File: src/rtl/imem_loader.sv
// Boot-time loader: assembles a big-endian byte stream into 32-bit words, fills instruction
// memory from BASE_WORD upward, then releases the core with the start PC from the stream header.
module imem_loader #(
   parameter int unsigned       ADDR_W    = 10,
   parameter logic [ADDR_W-1:0] BASE_WORD = '0
) (
   input  logic              clk,
   input  logic              rst_n,
   input  logic              in_valid,
   input  logic [7:0]        in_data,
   input  logic              in_last,
   output logic              in_ready,
   output logic              imem_we,
   output logic [ADDR_W-1:0] imem_addr,
   output logic [31:0]       imem_wdata,
   output logic [31:0]       start_pc,
   output logic              core_run,
   output logic [ADDR_W:0]   word_count,
   output logic              error
);

   typedef enum logic [1:0] {StHdr, StLoad, StRun, StErr} state_e;

   state_e      state_q;
   logic [1:0]  idx_q;
   logic [31:0] asm_q;
   logic        accept;
   logic        mem_full;
   logic [31:0] word_next;

   // Only the two receiving states take bytes; held low while in reset.
   assign in_ready  = rst_n & ((state_q == StHdr) | (state_q == StLoad));
   assign accept    = in_valid & in_ready;
   assign word_next = {asm_q[23:0], in_data};
   assign mem_full  = (word_count == {1'b1, {ADDR_W{1'b0}}});

   always_ff @(posedge clk or negedge rst_n) begin
      if (!rst_n) begin
         state_q    <= StHdr;
         idx_q      <= 2'd0;
         asm_q      <= 32'd0;
         imem_we    <= 1'b0;
         imem_addr  <= BASE_WORD;
         imem_wdata <= 32'd0;
         start_pc   <= 32'd0;
         core_run   <= 1'b0;
         word_count <= '0;
         error      <= 1'b0;
      end else begin
         imem_we <= 1'b0;
         case (state_q)
            StHdr: begin
               if (accept) begin
                  start_pc <= {start_pc[23:0], in_data};
                  idx_q    <= idx_q + 2'd1;
                  if (in_last) begin
                     state_q <= StErr;
                     error   <= 1'b1;
                  end else if (idx_q == 2'd3) begin
                     state_q <= StLoad;
                  end
               end
            end
            StLoad: begin
               if (accept) begin
                  asm_q <= word_next;
                  idx_q <= idx_q + 2'd1;
                  if (idx_q == 2'd3) begin
                     if (mem_full) begin
                        state_q <= StErr;
                        error   <= 1'b1;
                     end else begin
                        // Address wraps naturally in ADDR_W bits; capacity is tracked by word_count.
                        imem_we    <= 1'b1;
                        imem_wdata <= word_next;
                        imem_addr  <= BASE_WORD + word_count[ADDR_W-1:0];
                        word_count <= word_count + 1'b1;
                        if (in_last) begin
                           state_q  <= StRun;
                           core_run <= 1'b1;
                        end
                     end
                  end else if (in_last) begin
                     state_q <= StErr;
                     error   <= 1'b1;
                  end
               end
            end
            default: ;
         endcase
      end
   end

endmodule
File: config.mk
export PLATFORM = sky130hd
export DESIGN_NAME = imem_loader
export DESIGN_NICKNAME = d
export VERILOG_FILES = /design/src/rtl/imem_loader.sv
export SDC_FILE = /design/constraint.sdc
export NUM_CORES = 1
export LEC_CHECK = 0
export BUFFER_PORTS_ARGS = -buffer_cell sky130_fd_sc_hd__buf_2
export CAP_MARGIN = 10
export CORE_MARGIN = 2
export CORE_UTILIZATION = 40
export CTS_BUF_LIST = sky130_fd_sc_hd__clkbuf_4 sky130_fd_sc_hd__clkbuf_8
export CTS_CLUSTER_DIAMETER = 80
export DETAILED_ROUTE_END_ITERATION = 10
export SETUP_SLACK_MARGIN = 0.02
export SYNTH_ARGS = -nofsm -noshare
export SYNTH_HDL_FRONTEND = slang
export SYNTH_SLANG_ARGS = --single-unit
export TNS_END_PERCENT = 1
File: constraint.sdc
create_clock -name clk -period 1.75 [get_ports clk]
set_clock_uncertainty 0.2 [all_clocks]
set_input_delay 0.0875 -clock clk [delete_from_list [all_inputs] [get_ports clk]]
set_output_delay 0.0875 -clock clk [all_outputs]
set_load 0.1 [all_outputs]
==> results.cfg <==
[finish]
multi_input_area_sq_um = 1690
stdcell_count = 584
drive_gt1_frac = 0.633
n_antenna_cell = 0
syn_to_final_growth_pct = 30.9
fin_nets = 443
fillers = 977
seq_area_sq_um = 2920

[global_routing]
grt_pass1_wl_um = 15400
track_usage = 0.158
antenna_found_initial = 0
grt-ovfl-total = 0
first_global_vias = 2962
grt_max_degree = 93

[timing]
grt_setup_unrepaired = yes
relSlewSlack = 0.662
min_period_ns = 1.94
worstMarginPinSlew_ns = 0.511
fin_worst_hold_slack_ns = 0.0494
slew_viol_final = 0
fmax_mhz = 516
hold_viol = 0
tns_ns = -7.03
final.setup.worst_slack_ns = -0.187
period_share = 1.11
setup_viol = 44

[placed_design]
place_inst = 542
place_ws_ns = -0.273
gp_congestion = 0.763
hpwl_um = 6210
port-buffer-count = 100

[die]
coreArea_sq_um = 11400
fp.dieW_um = 112
std_cell_rows = 39
fp.dieArea_sq_um = 12600
ioPinCount = 101
start_util = 0.410
die_height_um = 112

[critical_path]
critPathKind = reg -> reg
crit_path_end_kind = flop
rrSetupSlack_ns = -0.19
cp.required_ns = 1.85
start_kind = flop
worstPathArrival_ns = 2.04
crit_fanout = 43

[route]
dr.pass1.iters = 4
drc = 0
vias = 2811
via_per_inst = 4.81
wl_per_cell_um = 15.9
initialDrtViolationCount = 111
final_antenna_net_count = 0
finalWirelength_um = 9300

[synthesis]
syn_inst = 287
synth_cell_types = 37
ys_dominant_reg_cell = dfrtp_1
synth-seq-cells = 116
synth_area_sq_um = 4690
syn_nets = 302
synth_edf_count = 0
ys_seq_area_frac = 0.619
yosysWarnings = 0
async_flop_share = 1.00
syn_avg_cell_area_sq_um = 16.3

[clocking]
clockBufferDepth = 2
cts_max_level = 4
insertion_delay_ns = 0.42
cts.sinks = 116
cts_root_buf = clkbuf_8
cts_tree = done
clkTransAtPathRegs_ns = 0.07
post-cts-setup-buffers = 0
cts_made_buffers = 17

[status]
status = finished, violations left
violations = setup timing

[job]
max_cap_violations = 0

[hold_path]
min_path_type = in -> reg
==> cell usage after synthesis, types with 3 or more instances <==
library cell | count | area (sq um)
dfrtp_1 | 116 | 2900
inv_1 | 5 | 18.8
nand4_1 | 7 | 43.8
mux2_2 | 62 | 698
nand2_1 | 6 | 22.5
buf_2 | 5 | 25.0
ha_1 | 3 | 37.5
buf_12 | 3 | 60.1
mux2_4 | 32 | 480
a22o_1 | 4 | 35.0
xnor2_1 | 10 | 87.6
==> cell type report <==
class | count | area share
clock inverter | 8 | 0.0237
tap | 143 | 0.0292
multi-input combinational | 152 | 0.276
inverter | 6 | 0.00633
timing repair buffer | 135 | 0.136
clock buffer | 24 | 0.0518
sequential | 116 | 0.477
==> logic make-up (layout without fill, tap and decap cells) <==
family,Yosys count,in the layout,share of synthesized area
AO/OA/AOI/OAI,12,12,0.0190
XOR/XNOR,11,11,0.0206
adder cells (fa/ha/maj),3,3,0.00801
buffers and inverters,19,173,0.0320
flip-flops,116,116,0.619
multiplexers,94,94,0.252
AND/OR/NAND/NOR,32,32,0.0494
==> cell usage in the layout, fill, tap and decap left out, types with 2 or more instances in the layout <==
| cell type | netlist | routed |
|---|---|---|
| dfrtp_1 | 116 | 105 |
| buf_2 | 5 | 96 |
| mux2_2 | 62 | 61 |
| mux2_4 | 32 | 33 |
| buf_4 | 0 | 25 |
| clkbuf_8 | 0 | 22 |
| xnor2_1 | 10 | 10 |
| dlygate4sd3_1 | 0 | 10 |
| dfrtp_2 | 0 | 8 |
| nand4_1 | 7 | 7 |
| nand2_1 | 6 | 6 |
| a22o_1 | 4 | 4 |
| bufinv_16 | 0 | 4 |
| inv_1 | 5 | 3 |
| clkbuf_4 | 0 | 3 |
| buf_12 | 3 | 3 |
| dfrtp_4 | 0 | 3 |
| inv_2 | 0 | 2 |
| nor2_1 | 2 | 2 |
| nand3_1 | 2 | 2 |
| o21ai_0 | 2 | 2 |
| o21a_1 | 2 | 2 |
| ha_1 | 3 | 2 |
| clkinv_2 | 0 | 2 |
| clkinvlp_4 | 0 | 2 |
==> metal layers <==
metal / vias up / part of all wire / track usage
met5: - / 0 / 0
met4: 0 / 0.021 / 0.0780
met3: 15 / 0.047 / 0.0443
met2: 77 / 0.46 / 0.234
met1: 1422 / 0.47 / 0.214
li1: 1297 / - / -
==> registers in the layout (all words and copies together) (netlist names) <==
signal / flops
imem_addr: 10
core_run: 1
state_q: 2
error: 1
imem_wdata: 32
imem_we: 1
word_count: 11
asm_q: 24
start_pc: 32
idx_q: 2
==> worst max-delay path, cell delays in order, from the launching register on <==
cell,delay (ns)
dfrtp_4,0.47
inv_2,0.06
ha_2,0.16
and4bb_2,0.25
nand3_4,0.11
nand2_8,0.12
inv_16,0.09
mux2_4,0.32
==> repair_timing <==
action	4_1_cts	5_1_grt
pin swaps	1	2
gates resized for setup	8	5
endpoints found under the hold margin	144	0
setup endpoints to repair	48	89
hold buffers	10	0
==> through the flow <==
stage                     area, sq um  utilization
after floorplan                  4720            -
after global placement           5510        0.483
after detailed placement         5510        0.483
after CTS                        6110        0.535
after global routing             6130        0.537
final                            6130        0.537
==> final timing paths <==
kind,start,endpoint,cells after the start
worst min-delay path,in_valid,imem_we,5
max in group asynchronous,rst_n,word_count[1],3
worst min register to register,core_run,core_run,1
min in group asynchronous,rst_n,state_q[0],3
worst max register to register,word_count[1],imem_wdata[21],7
worst max-delay path,word_count[1],imem_wdata[21],7
Power is not shown: default switching activity piles up to over one toggle a cycle in this logic, so the estimate is an artifact.
